**src/rtl/spi_display_window_if.sv**
```systemverilog
// Purpose: window request, pixel source and display byte-stream signals of spi_display_window.
// Latency: none, wiring only.
// Backpressure: the byte stream uses get/empty; the pixel source uses pix_get/pix_empty.
interface spi_display_window_if #(
  parameter int W = 9
);
  logic [W-1:0] x0;
  logic [W-1:0] y0;
  logic [W-1:0] x1;
  logic [W-1:0] y1;
  logic         start;
  logic         busy;
  logic         done;
  logic         error;
  logic [7:0]   pix_data;
  logic         pix_empty;
  logic         pix_get;
  logic         dc;
  logic [7:0]   data;
  logic         empty;
  logic         get;

  // Display-controller side (the design)
  modport slave (
    input  x0, y0, x1, y1, start, pix_data, pix_empty, get,
    output busy, done, error, pix_get, dc, data, empty
  );

  // Requester / serializer side
  modport master (
    output x0, y0, x1, y1, start, pix_data, pix_empty, get,
    input  busy, done, error, pix_get, dc, data, empty
  );
endinterface

```
**src/rtl/spi_display_window.sv**
```systemverilog
// Purpose: sends the column/row address header for a window, then streams 2 bytes per pixel from the source.
// Latency: the first header byte is offered in the cycle after an accepted start.
// Backpressure: a byte moves only when get=1 and empty=0; in the pixel phase empty follows the source.
module spi_display_window #(
  parameter int W = 9
) (
  input logic                 clock,
  input logic                 reset,
  spi_display_window_if.slave bus
);

  typedef enum logic [1:0] {IDLE, CMD, PIX, FIN} state_t;

  state_t       state_q, state_d;
  logic [3:0]   idx_q, idx_d;
  logic         phase_q, phase_d;
  logic [W-1:0] col_q, col_d;
  logic [W-1:0] row_q, row_d;
  logic [W-1:0] xs_q, xs_d, ys_q, ys_d, xe_q, xe_d, ye_q, ye_d;
  logic         err_q, err_d;

  logic [15:0]  xs16, ys16, xe16, ye16;
  logic         col_last, row_last;
  logic [7:0]   hdr_byte;
  logic         hdr_dc;

  assign xs16 = 16'(xs_q);
  assign ys16 = 16'(ys_q);
  assign xe16 = 16'(xe_q);
  assign ye16 = 16'(ye_q);

  // Counters end at the window extent; latched corners are already validated as ordered
  assign col_last = (col_q == (xe_q - xs_q));
  assign row_last = (row_q == (ye_q - ys_q));

  // Header byte and its command/parameter flag selected by the header index
  always_comb begin
    hdr_byte = 8'h00;
    hdr_dc   = 1'b1;
    case (idx_q)
      4'd0:    begin hdr_byte = 8'h2A; hdr_dc = 1'b0; end
      4'd1:    hdr_byte = xs16[15:8];
      4'd2:    hdr_byte = xs16[7:0];
      4'd3:    hdr_byte = xe16[15:8];
      4'd4:    hdr_byte = xe16[7:0];
      4'd5:    begin hdr_byte = 8'h2B; hdr_dc = 1'b0; end
      4'd6:    hdr_byte = ys16[15:8];
      4'd7:    hdr_byte = ys16[7:0];
      4'd8:    hdr_byte = ye16[15:8];
      4'd9:    hdr_byte = ye16[7:0];
      4'd10:   begin hdr_byte = 8'h2C; hdr_dc = 1'b0; end
      default: hdr_byte = 8'h00;
    endcase
  end

  // Next-state and output decode
  always_comb begin
    state_d = state_q;
    idx_d   = idx_q;
    phase_d = phase_q;
    col_d   = col_q;
    row_d   = row_q;
    xs_d    = xs_q;
    ys_d    = ys_q;
    xe_d    = xe_q;
    ye_d    = ye_q;
    err_d   = err_q;

    bus.busy    = 1'b0;
    bus.done    = 1'b0;
    bus.error   = 1'b0;
    bus.empty   = 1'b1;
    bus.dc      = 1'b0;
    bus.data    = 8'h00;
    bus.pix_get = 1'b0;

    case (state_q)
      IDLE: begin
        if (bus.start) begin
          xs_d    = bus.x0;
          ys_d    = bus.y0;
          xe_d    = bus.x1;
          ye_d    = bus.y1;
          idx_d   = 4'd0;
          phase_d = 1'b0;
          col_d   = '0;
          row_d   = '0;
          if ((bus.x0 <= bus.x1) && (bus.y0 <= bus.y1)) begin
            state_d = CMD;
            err_d   = 1'b0;
          end else begin
            state_d = FIN;
            err_d   = 1'b1;
          end
        end
      end
      CMD: begin
        bus.busy  = 1'b1;
        bus.empty = 1'b0;
        bus.dc    = hdr_dc;
        bus.data  = hdr_byte;
        if (bus.get) begin
          if (idx_q == 4'd10) begin
            idx_d   = 4'd0;
            state_d = PIX;
          end else begin
            idx_d = idx_q + 4'd1;
          end
        end
      end
      PIX: begin
        bus.busy    = 1'b1;
        bus.dc      = 1'b1;
        bus.data    = bus.pix_data;
        bus.empty   = bus.pix_empty;
        bus.pix_get = bus.get & ~bus.pix_empty;
        if (bus.get && !bus.pix_empty) begin
          phase_d = ~phase_q;
          // Pixel position advances only after its low byte
          if (phase_q) begin
            if (col_last) begin
              col_d = '0;
              if (row_last) begin
                row_d   = '0;
                state_d = FIN;
              end else begin
                row_d = row_q + W'(1);
              end
            end else begin
              col_d = col_q + W'(1);
            end
          end
        end
      end
      FIN: begin
        bus.done  = 1'b1;
        bus.error = err_q;
        err_d     = 1'b0;
        state_d   = IDLE;
      end
      default: state_d = IDLE;
    endcase
  end

  // State, counters and latched window corners
  always_ff @(posedge clock or posedge reset) begin
    if (reset) begin
      state_q <= IDLE;
      idx_q   <= 4'd0;
      phase_q <= 1'b0;
      col_q   <= '0;
      row_q   <= '0;
      xs_q    <= '0;
      ys_q    <= '0;
      xe_q    <= '0;
      ye_q    <= '0;
      err_q   <= 1'b0;
    end else begin
      state_q <= state_d;
      idx_q   <= idx_d;
      phase_q <= phase_d;
      col_q   <= col_d;
      row_q   <= row_d;
      xs_q    <= xs_d;
      ys_q    <= ys_d;
      xe_q    <= xe_d;
      ye_q    <= ye_d;
      err_q   <= err_d;
    end
  end

endmodule

```
**src/flat_wrapper.sv**
```systemverilog
// flat-port wrapper written by rule: the top's interface ports become plain ports
module spi_display_window_flat 
#(
  parameter int W = 9
)
  (clock, reset, bus_x0, bus_y0, bus_x1, bus_y1, bus_start, bus_pix_data, bus_pix_empty, bus_get, bus_busy, bus_done, bus_error, bus_pix_get, bus_dc, bus_data, bus_empty);
  spi_display_window_if #(.W(W)) bus_i ();
  input logic clock;
  input logic reset;
  input wire logic [$bits(bus_i.x0)-1:0] bus_x0;
  input wire logic [$bits(bus_i.y0)-1:0] bus_y0;
  input wire logic [$bits(bus_i.x1)-1:0] bus_x1;
  input wire logic [$bits(bus_i.y1)-1:0] bus_y1;
  input wire logic [$bits(bus_i.start)-1:0] bus_start;
  input wire logic [$bits(bus_i.pix_data)-1:0] bus_pix_data;
  input wire logic [$bits(bus_i.pix_empty)-1:0] bus_pix_empty;
  input wire logic [$bits(bus_i.get)-1:0] bus_get;
  output wire logic [$bits(bus_i.busy)-1:0] bus_busy;
  output wire logic [$bits(bus_i.done)-1:0] bus_done;
  output wire logic [$bits(bus_i.error)-1:0] bus_error;
  output wire logic [$bits(bus_i.pix_get)-1:0] bus_pix_get;
  output wire logic [$bits(bus_i.dc)-1:0] bus_dc;
  output wire logic [$bits(bus_i.data)-1:0] bus_data;
  output wire logic [$bits(bus_i.empty)-1:0] bus_empty;
  assign bus_i.x0 = bus_x0;
  assign bus_i.y0 = bus_y0;
  assign bus_i.x1 = bus_x1;
  assign bus_i.y1 = bus_y1;
  assign bus_i.start = bus_start;
  assign bus_i.pix_data = bus_pix_data;
  assign bus_i.pix_empty = bus_pix_empty;
  assign bus_i.get = bus_get;
  assign bus_busy = bus_i.busy;
  assign bus_done = bus_i.done;
  assign bus_error = bus_i.error;
  assign bus_pix_get = bus_i.pix_get;
  assign bus_dc = bus_i.dc;
  assign bus_data = bus_i.data;
  assign bus_empty = bus_i.empty;
  spi_display_window #(.W(W)) u_core (.clock(clock), .reset(reset), .bus(bus_i));
endmodule
```
**config.mk**
```make
export PLATFORM = sky130hd
export DESIGN_NAME = spi_display_window_flat
export DESIGN_NICKNAME = d
export VERILOG_FILES = /design/src/rtl/spi_display_window_if.sv /design/src/rtl/spi_display_window.sv /design/src/flat_wrapper.sv
export SDC_FILE = /design/constraint.sdc
export NUM_CORES = 1
export LEC_CHECK = 0
export BUFFER_PORTS_ARGS = -buffer_cell sky130_fd_sc_hd__buf_4
export CORE_UTILIZATION = 59
export DETAILED_ROUTE_END_ITERATION = 8
export PLACE_DENSITY = 0.82
export SETUP_SLACK_MARGIN = 0.05
export SLEW_MARGIN = 20
export SYNTH_ARGS = -nofsm -noshare
export SYNTH_HDL_FRONTEND = slang
export SYNTH_SLANG_ARGS = --single-unit
```
**constraint.sdc**
```tcl
create_clock -name clock -period 3 [get_ports clock]
set_input_delay 0.6 -clock clock [delete_from_list [all_inputs] [get_ports clock]]
set_output_delay 0.6 -clock clock [all_outputs]
set_load 0.01 [all_outputs]
```
==> flow_metrics.env, run 1 <==
export IMPL_drt_initial_drc_count=301
export IMPL_initial_core_util=0.618
export IMPL_ir_drop_mv=0.532
export IMPL_cp_data_arrival_time_ns=3.18
export IMPL_run_status="completed"
export IMPL_maxSlewHeadroom=0.566
export IMPL_synth_edff_count=0
export IMPL_pwr_share_clk=0.138
export IMPL_grt_max_degree=56
export IMPL_crit_required_ns=3.22
export IMPL_fin_skew_ns=0.00592
export IMPL_dr_pass1_iters=5
export IMPL_numPortBuffers=62
export IMPL_ys_seq_area_frac=0.322
export IMPL_grt_ovfl_total=0
export IMPL_synth_distinct_cells=56
export IMPL_drc=0
export IMPL_antennaDiodeCount=0
export IMPL_worstPathMaxFanout=7
export IMPL_ant_nets=0
export IMPL_hp_class="in -> async"
export IMPL_dr_total_vias=4577
export IMPL_synthCells=558
export IMPL_p_sw_uw=2910
export IMPL_die_x_um=92.4
export IMPL_powerDensity_mw_per_mm2=1100
export IMPL_syn_nets=649
export IMPL_syn_area_mm2=0.00482
export IMPL_rsz0062_at_grt="yes"
export IMPL_die_h_um=92.4
export IMPL_io_pin_count=63
export IMPL_fin_crit_ns=2.95
export IMPL_synth_top_area_share=0.322
export IMPL_avgSynthCellArea_um2=8.64
export IMPL_globalplace_congestion=0.921
export IMPL_p_leak_uw=0.00267
export IMPL_cap_violations=0
export IMPL_hold_viol_final=0
export IMPL_avgRoutedWirePerCell_um=18.4
export IMPL_ys_async_sr_fraction=1.00
export IMPL_fp_row_count=32
export IMPL_nNetsFinal=715
export IMPL_drive_gt1_frac=0.219
export IMPL_cts_sinks=62
export IMPL_crit_path_start="u_core.xs_q[0]"
export IMPL_clk_path_buf_depth=2
export IMPL_slew_viol_final=0
export IMPL_syn_to_final_growth_pct=19.8
export IMPL_synth_warnings=0
export IMPL_cts_htree_levels=3
export IMPL_path_class="reg -> reg"
export IMPL_tns_ns=0
export IMPL_grtUsageTotal=0.321
export IMPL_grt_pass1_wl_um=21300
export IMPL_combPwrFrac=0.623
export IMPL_place_inst=712
export IMPL_routed_via_density=6.26
export IMPL_finalCritPeriodShare=0.984
export IMPL_yosysTopAreaCell="dfrtp_1"
export IMPL_cts_root_buf="clkbuf_8"
export IMPL_intPower_uw=3440
export IMPL_share_seq_of_total_power=0.238
export IMPL_die_area_mm2=0.00854
export IMPL_antenna_found_initial=0
export IMPL_core_area_mm2=0.00781
export IMPL_fmax_ghz=0.339
export IMPL_cts_clk_slew_worst_paths_ns=0.07
export IMPL_ys_top_cells_by_area="dfrtp_1 32%, ha_1 10%, o21ai_0 4.8%"
export IMPL_clkLatencyLatePin_ns=0.34
export IMPL_setup_viol_count_final=0
export IMPL_endpoint_kind="flop"
export IMPL_dp_hpwl_um=9900
export IMPL_p_sw_frac=0.458
export IMPL_instances_no_fill=731
export IMPL_cts_tree="done"
export IMPL_numCtsBuffers=9
export IMPL_drt_wl_total_um=13500
export IMPL_r2r_start="u_core.xs_q[0]"
export IMPL_grt_pass1_vias=4381
export IMPL_synth_flop_cell="dfrtp_1"
export IMPL_worst_slew_pin_slew_ns=0.650
export IMPL_startpoint_type="flop"
export IMPL_synth_seq_cells=62
-- cells in the mapped netlist, types with 4 or more instances --
cell type	number
a21o_1	11
a21oi_1	22
a22o_1	11
a22oi_1	11
a31oi_1	9
a32oi_1	6
and2_1	7
buf_1	4
clkbuf_1	20
dfrtp_1	62
ha_1	40
inv_1	49
mux2_2	20
mux2i_1	4
nand2_1	50
nand2b_1	12
nand3_1	11
nand4_1	4
nor2_1	36
nor2b_1	12
nor3_1	9
o211ai_1	8
o21a_1	6
o21ai_0	46
o22ai_1	6
o41ai_1	4
or4_1	4
xnor2_1	22
xor2_1	8
-- layer usage --
layer | global-route usage | up-vias | share of wire
li1 | - | 2125 | -
met1 | 0.419 | 2184 | 0.40
met2 | 0.528 | 219 | 0.49
met5 | 0 | - | 0
met3 | 0.0443 | 49 | 0.072
met4 | 0.147 | 0 | 0.038
-- final timing paths --
check	to	slack, ns	cells after the start
setup reg to reg	u_core.row_q[4]	0.05	11
hold reg to reg	u_core.ys_q[3]	0.51	1
setup / recovery	u_core.row_q[4]	0.05	11
max in group asynchronous	u_core.ys_q[2]	1.92	3
min in group clock	u_core.ys_q[1]	0.50	2
hold / removal	u_core.col_q[6]	0.35	2
-- final cells by class --
class / instances / area (um2)
timing repair buffer: 80 / 617
clock buffer: 13 / 169
clock inverter: 3 / 65.1
tap: 102 / 128
multi-input combinational: 422 / 3070
inverter: 49 / 184
fill: 603 / 2030
sequential: 62 / 1550
-- worst max-delay path, stage by stage, from the launching register on --
cell and delay [ns]:
dfrtp_1 0.41, ha_4 0.18, fa_2 0.40, nand2b_4 0.17, a21oi_4 0.19, o21ai_2 0.09, a2111oi_4 0.40, nand4_2 0.22
buf_6 0.20, a21o_1 0.16, a22o_1 0.21, a22o_1 0.22
-- power by group through the flow --
stage	Clock (uW)	Combinational, uW	Sequential [uW]
floorplan	0	2750	1330
global placement	0	3480	1480
detailed placement	0	3630	1490
CTS	881	3700	1480
global route	919	4270	1530
finish	880	3960	1510
-- layout by cell type (no fill, tap or decap), types with 8 or more instances in the layout --
master,synthesis,routed
nor3_1,9,9
a22oi_1,11,11
a22o_1,11,11
inv_1,49,47
nor2_1,36,36
a31oi_1,9,9
buf_4,0,78
a21o_1,11,10
nor2b_1,12,12
dfrtp_1,62,62
nand3_1,11,11
mux2_2,20,20
xnor2_1,22,22
clkbuf_8,0,12
ha_1,40,38
o211ai_1,8,8
o21ai_0,46,44
a21oi_1,22,22
nand2_1,50,50
nand2b_1,12,11
xor2_1,8,8
-- logic make-up after synthesis --
family	after synthesis	synth area share
adders and majority gates	42	0.112
buffers and inverters	74	0.0591
DFF	62	0.322
and+or+nand+nor	162	0.169
AOI/OAI and AO/OA	163	0.227
muxes	25	0.0573
xor gates and xnor gates	30	0.0545
-- flip-flops by register name, indices dropped and copies added (netlist names) --
register / count
u_core.col_q: 9
u_core.err_q: 1
u_core.idx_q: 4
u_core.phase_q: 1
u_core.row_q: 9
u_core.state_q: 2
u_core.xe_q: 9
u_core.xs_q: 9
u_core.ye_q: 9
u_core.ys_q: 9
-- per-stage QoR --
| stage | power [uW] | instance area (um2) | setup slack (ns) | hold WS [ns] | util |
|---|---|---|---|---|---|
| CTS | 6060 | 5690 | 0.0688 | 0.363 | 0.729 |
| finish | 6360 | 5780 | 0.0469 | 0.348 | 0.740 |
| global route | 6720 | 5780 | -0.0382 | 0.409 | 0.740 |
| detailed placement | 5120 | 5440 | -0.0730 | 0.494 | 0.697 |
| floorplan | 4080 | 4820 | 0.272 | 0.464 | - |
| global placement | 4960 | 5440 | 0.115 | 0.490 | 0.697 |
-- repair_timing --
| action | CTS | global route |
|---|---|---|
| setup endpoints to repair | 8 | 15 |
| hold buffers | 0 | 0 |
| gates resized for setup | 5 | 13 |
| pin swaps | 4 | 16 |
| buffers inserted | 0 | 3 |
Note: power is estimated with default switching activity, not from simulation.
==> run 2, diff against run 1 <==
--- a/config.mk
+++ b/config.mk
@@ -8,7 +8,7 @@
 export BUFFER_PORTS_ARGS = -buffer_cell sky130_fd_sc_hd__buf_4
 export CORE_UTILIZATION = 59
 export DETAILED_ROUTE_END_ITERATION = 8
-export PLACE_DENSITY = 0.82
+export PLACE_DENSITY = 0.81
 export SETUP_SLACK_MARGIN = 0.05
 export SLEW_MARGIN = 20
 export SYNTH_ARGS = -nofsm -noshare
==> run 2 against run 1 <==
Effect of this change: clock-buffer cell count down 2; total power down 3.1%; clock power down 2%; flip-flop and latch count unchanged; fmax up 0.46%; setup slack better by 0.013 ns; cell count down 0.27%; die area unchanged; combinational power down 4%; critical endpoint is now u_core.row_q[7]; routed wire length down 4.0%; design area down 0.84%; sequential power about the same.
==> flow_metrics.env, run 2 (same netlist as run 1, synthesis figures left out) <==
export IMPL_run_status="completed"
export IMPL_nNetsFinal=713
export IMPL_cts_hold_buf=0
export IMPL_drc=0
export IMPL_drt_initial_drc_count=272
export IMPL_crit_required_ns=3.29
export IMPL_slew_viol_final=0
export IMPL_syn_to_final_growth_pct=18.8
export IMPL_antennaDiodeCount=0
export IMPL_numPortBuffers=62
export IMPL_fin_skew_ns=0.00950
export IMPL_dp_hpwl_um=9990
export IMPL_multi_input_area_mm2=0.00303
export IMPL_hold_viol_final=0
export IMPL_cp_data_arrival_time_ns=3.23
export IMPL_worst_slew_pin_slew_ns=0.842
export IMPL_crit_path_start="u_core.xe_q[0]"
export IMPL_r2r_cells=11
export IMPL_cp_top_family="simple AND/OR/NAND/NOR gates"
export IMPL_grtUsageTotal=0.314
export IMPL_cts_tree="done"
export IMPL_antenna_found_initial=0
export IMPL_tns_ns=0
export IMPL_globalplace_congestion=0.909
export IMPL_critical_path_endpoint="u_core.row_q[7]"
export IMPL_n_fill_cell=603
export IMPL_slowest_stage="or4_1"
export IMPL_busiest_layer="met2"
export IMPL_grt_use_met1=0.396
export IMPL_grt_ovfl_total=0
export IMPL_cts_root_buf="clkbuf_8"
export IMPL_startpoint_type="flop"
export IMPL_fin_util=0.734
export IMPL_clk_path_buf_depth=2
export IMPL_grt_pass1_vias=4405
export IMPL_powerDensity_mw_per_mm2=1070
export IMPL_cp_num_cells=11
export IMPL_worstPathMaxFanout=4
export IMPL_crit_chain="inv_1 -> ha_2 -> fa_2 -> nand2b_4 -> a21oi_4 -> o21ai_2 -> a2111oi_4 -> nand4_2 -> or4_1 -> a21boi_2 -> a21o_1"
export IMPL_path_class="reg -> reg"
export IMPL_endpoint_kind="flop"
export IMPL_die_x_um=92.4
export IMPL_cap_violations=0
export IMPL_clkLatencyLatePin_ns=0.35
export IMPL_layout_common_cells="76 x buf_4, 62 x dfrtp_1, 50 x nand2_1, 48 x inv_1, 44 x o21ai_0"
export IMPL_drt_wl_total_um=12900
export IMPL_final_common_cell="buf_4"
export IMPL_grt_pass1_wl_um=20700
export IMPL_grtUsageMet2=0.528
export IMPL_rsz0062_at_grt="yes"
export IMPL_seqCellArea_mm2=0.00155
export IMPL_routed_via_density=6.17
export IMPL_grt_max_degree=56
export IMPL_cts_htree_levels=3
export IMPL_initial_core_util=0.618
export IMPL_critPathBufInv=1
export IMPL_core_area_mm2=0.00781
export IMPL_ant_nets=0
export IMPL_critPathMaxStageDelay_ns=0.56
export IMPL_cts_sinks=62
export IMPL_hp_class="in -> async"
export IMPL_dr_total_vias=4501
export IMPL_setup_viol_count_final=0
export IMPL_finalCritPeriodShare=0.980
export IMPL_fin_crit_ns=2.94
export IMPL_io_pin_count=63
export IMPL_met3_usage=0.0411
export IMPL_ir_drop_mv=0.511
export IMPL_fp_row_count=32
export IMPL_avgRoutedWirePerCell_um=17.8
export IMPL_r2r_start="u_core.xe_q[0]"
export IMPL_dr_pass1_iters=5
export IMPL_p_leak_uw=0.00266
export IMPL_r2r_slack_ns=0.06
export IMPL_fmax_ghz=0.340
export IMPL_drive_gt1_frac=0.212
export IMPL_cts_clk_slew_worst_paths_ns=0.07
export IMPL_maxSlewHeadroom=0.436
export IMPL_die_h_um=92.4
export IMPL_r2r_end="u_core.row_q[7]"
export IMPL_die_area_mm2=0.00854
export IMPL_numCtsBuffers=9
## run 2: how the worst min path moves through the flow
| stage | startpoint | end | slack (ns) |
|---|---|---|---|
| CTS | reset | u_core.row_q[0] | 0.26 |
| detailed placement | u_core.err_q | u_core.err_q | 0.50 |
| global route | reset | u_core.row_q[0] | 0.29 |
| finish | reset | u_core.row_q[0] | 0.26 |
| floorplan | u_core.err_q | u_core.err_q | 0.46 |
| global placement | u_core.err_q | u_core.err_q | 0.49 |
## run 2: cell type report
class,count,share of cell area
clock buffer,11,0.0264
clock inverter,5,0.0142
tap,102,0.0223
multi-input combinational,422,0.529
inverter,49,0.0321
timing repair buffer,78,0.105
sequential,62,0.271
## run 2: worst register-to-register path: stages (launching register included)
cell and delay (ns):
dfrtp_1 0.38, inv_1 0.06, ha_2 0.19, fa_2 0.42, nand2b_4 0.17, a21oi_4 0.19
o21ai_2 0.09, a2111oi_4 0.40, nand4_2 0.20, or4_1 0.56, a21boi_2 0.15, a21o_1 0.10
## run 2: through the flow
stage | cell area, um2 | hold WS, ns | setup WS (ns) | cells | total power [uW]
final | 5730 | 0.255 | 0.0604 | 729 | 6160
after global routing | 5730 | 0.288 | -0.0206 | 729 | 6560
after CTS | 5690 | 0.259 | 0.0738 | 728 | 6030
after detailed placement | 5440 | 0.495 | -0.0332 | 712 | 5110
after global placement | 5440 | 0.486 | 0.109 | 712 | 4940
after floorplan | 4820 | 0.464 | 0.272 | 558 | 4080
## run 2: layer usage
metal / share of wire / wire (um)
met1: 0.41 / 5350
met3: 0.063 / 818
met4: 0.041 / 533
met2: 0.48 / 6250
met5: 0 / 0
## run 2: report_power, final
group	internal (uW)	switching (uW)
Combinational	1710	2100
Clock	513	351
Sequential	1140	350
## run 2: what timing repair did
| item | CTS | global route |
|---|---|---|
| buffers inserted | 0 | 1 |
| pin swaps | 3 | 15 |
| gates resized for setup | 5 | 8 |
| setup endpoints to repair | 8 | 10 |
==> run 3, diff against run 2 <==
--- a/config.mk
+++ b/config.mk
@@ -5,6 +5,7 @@
 export SDC_FILE = /design/constraint.sdc
 export NUM_CORES = 1
 export LEC_CHECK = 0
+export ABC_AREA = 1
 export BUFFER_PORTS_ARGS = -buffer_cell sky130_fd_sc_hd__buf_4
 export CORE_UTILIZATION = 59
 export DETAILED_ROUTE_END_ITERATION = 8
==> run 3 against run 2 <==
Effect of this change: setup slack better by 0.14 ns; first-iteration DRC count decreased by 15%; sequential power shrank 6%; fmax up 5.0%; via count down 0.93%; synthesized area shrank 2.0%; utilization is 2.3 points lower; critical path depth down 2; die area fell by 2.0%; synthesized cell count up 18%; register-to-register slack gained 0.60 ns; critical endpoint is now bus_data[0]; largest power group unchanged.
==> flow_metrics.env, run 3 <==
export IMPL_run_status="completed"
export IMPL_powerDensity_mw_per_mm2=969
export IMPL_numCtsBuffers=9
export IMPL_endpoint_kind="output port"
export IMPL_antenna_found_initial=0
export IMPL_cts_root_buf="clkbuf_8"
export IMPL_maxSlewHeadroom=0.491
export IMPL_worst_slew_pin_slew_ns=0.761
export IMPL_drc=0
export IMPL_syn_area_mm2=0.00473
export IMPL_ys_async_sr_fraction=1.00
export IMPL_rsz0062_at_grt="no"
export IMPL_ir_drop_mv=0.537
export IMPL_initial_core_util=0.612
export IMPL_fin_util=0.711
export IMPL_instances_no_fill=832
export IMPL_ys_seq_area_frac=0.328
export IMPL_place_inst=815
export IMPL_die_h_um=91.5
export IMPL_yosysTopAreaCell="dfrtp_1"
export IMPL_p_leak_uw=0.00290
export IMPL_fp_row_count=32
export IMPL_dp_hpwl_um=9170
export IMPL_cts_clk_slew_worst_paths_ns=0.07
export IMPL_routed_via_density=5.36
export IMPL_post_place_ws_ns=0.538
export IMPL_grt_pass1_vias=4280
export IMPL_path_class="reg -> out"
export IMPL_cts_sinks=62
export IMPL_synth_top_cells_by_count="181 x nand2_1, 93 x inv_1, 70 x nor2_1"
export IMPL_whs_ns=0.382
export IMPL_nNetsFinal=816
export IMPL_dr_pass1_iters=5
export IMPL_clkLatencyLatePin_ns=0.35
export IMPL_antennaDiodeCount=0
export IMPL_hold_viol_final=0
export IMPL_fin_crit_ns=2.80
export IMPL_fin_skew_ns=0.00661
export IMPL_cp_data_arrival_time_ns=2.20
export IMPL_grt_max_degree=44
export IMPL_avgSynthCellArea_um2=7.15
export IMPL_clk_path_buf_depth=2
export IMPL_die_x_um=91.5
export IMPL_synth_warnings=0
export IMPL_slew_viol_final=0
export IMPL_drive_gt1_frac=0.137
export IMPL_crit_required_ns=2.40
export IMPL_worstPathMaxFanout=8
export IMPL_grt_ovfl_total=0
export IMPL_core_area_mm2=0.00773
export IMPL_tns_ns=0
export IMPL_cap_violations=0
export IMPL_dr_total_vias=4459
export IMPL_ant_nets=0
export IMPL_grt_pass1_wl_um=19100
export IMPL_cts_htree_levels=3
export IMPL_synth_seq_cells=62
export IMPL_avgRoutedWirePerCell_um=13.8
export IMPL_ys_top_cells_by_area="dfrtp_1 33%, nand2_1 14%, ha_1 11%"
export IMPL_die_area_mm2=0.00837
export IMPL_cts_tree="done"
export IMPL_worst_slack_ns=0.200
export IMPL_synth_most_common_cell="nand2_1"
export IMPL_layout_common_cells="180 x nand2_1, 92 x inv_1, 68 x nor2_1, 66 x buf_4, 62 x dfrtp_1"
export IMPL_synthCells=661
export IMPL_numPortBuffers=62
export IMPL_syn_nets=752
export IMPL_final_common_cell="nand2_1"
export IMPL_synth_edff_count=0
export IMPL_syn_to_final_growth_pct=16.3
export IMPL_synth_distinct_cells=38
export IMPL_r2r_slack_ns=0.66
export IMPL_fmax_ghz=0.357
export IMPL_cts_hold_buf=0
export IMPL_grtUsageTotal=0.291
export IMPL_startpoint_type="flop"
export IMPL_globalplace_congestion=0.870
export IMPL_synth_flop_cell="dfrtp_1"
export IMPL_drt_initial_drc_count=230
export IMPL_drt_wl_total_um=11500
export IMPL_io_pin_count=63
export IMPL_finalCritPeriodShare=0.933
export IMPL_hp_class="in -> async"
export IMPL_synth_top_area_share=0.328
export IMPL_setup_viol_count_final=0
-- run 3: changes by cell type in the layout (fill, tap and decap cells not counted), moves of 11 or more --
| cell | previous run | this run |
|---|---|---|
| nand3_1 | 11 | 32 |
| a22oi_1 | 11 | 0 |
| a21oi_1 | 22 | 46 |
| mux2_2 | 20 | 2 |
| a21o_1 | 11 | 0 |
| xor2_1 | 8 | 21 |
| a22o_1 | 11 | 0 |
| nand2_1 | 50 | 180 |
| nand2b_1 | 11 | 0 |
| nor2b_1 | 12 | 0 |
| o21ai_0 | 44 | 30 |
| inv_1 | 48 | 92 |
| nor2_1 | 36 | 68 |
-- run 3: power breakdown --
part           switching (uW)  leakage (uW)  total (uW)  internal, uW
Clock                     357     0.0000883         737           381
Combinational            1970       0.00203        3180          1210
Sequential                276      0.000774        1400          1130
-- run 3: cell type report --
cell class	instances	area, um2
well taps	102	128
multi-input cells	490	2750
clock buffers	10	128
repair buffers	67	515
flip-flops and latches	62	1550
fillers	660	2230
clock inverters	6	62.6
inverters	95	359
-- run 3: timing repair --
action / 4_1_cts / 5_1_grt
setup endpoints to repair: 0 / 5
resized for setup: 0 / 3
buffers inserted: 0 / 1
-- run 3: worst paths after layout --
kind                                      start               to  depth (start not counted)
worst max-delay path            u_core.idx_q[3]      bus_data[0]                          9
worst min-delay path                      reset  u_core.col_q[4]                          2
worst max register to register   u_core.xe_q[0]  u_core.row_q[0]                         17
worst min register to register   u_core.xe_q[1]   u_core.xe_q[1]                          2
max in group asynchronous                 reset   u_core.ys_q[5]                          3
min in group clock                    bus_y0[8]   u_core.ys_q[8]                          2
-- run 3: routing by layer --
layer | GRT usage | wire (um) | up-vias
met2 | 0.479 | 5260 | 150
met1 | 0.399 | 5480 | 2045
met3 | 0.0427 | 639 | 13
li1 | - | - | 2251
met4 | 0.0807 | 133 | 0
met5 | 0 | 0 | -
-- run 3: stage by stage --
stage                     power (uW)  area [um2]
final                           5320        5490
after global routing            5810        5490
after CTS                       5300        5480
after detailed placement        4550        5290
after global placement          4460        5290
after floorplan                 3760        4730
-- run 3: logic make-up (layout without fill, tap and decap cells) --
kind of cell / after synthesis / after routing / share of synthesized area
compound gates: 97 / 97 / 0.117
xor+xnor: 32 / 32 / 0.0593
fa+ha+maj: 42 / 42 / 0.114
buf+inv: 109 / 178 / 0.0924
flops: 62 / 62 / 0.328
mux: 2 / 2 / 0.00477
simple gates: 317 / 317 / 0.284
-- run 3: critical path, cell delays in order, from the launching register on --
cell and delay (ns):
dfrtp_1 0.38, inv_1 0.09, nor2_1 0.15, inv_1 0.09, nor2_1 0.40, a21oi_1 0.17, o2111ai_1 0.11, o21ai_0 0.15
a21oi_1 0.18, buf_4 0.14
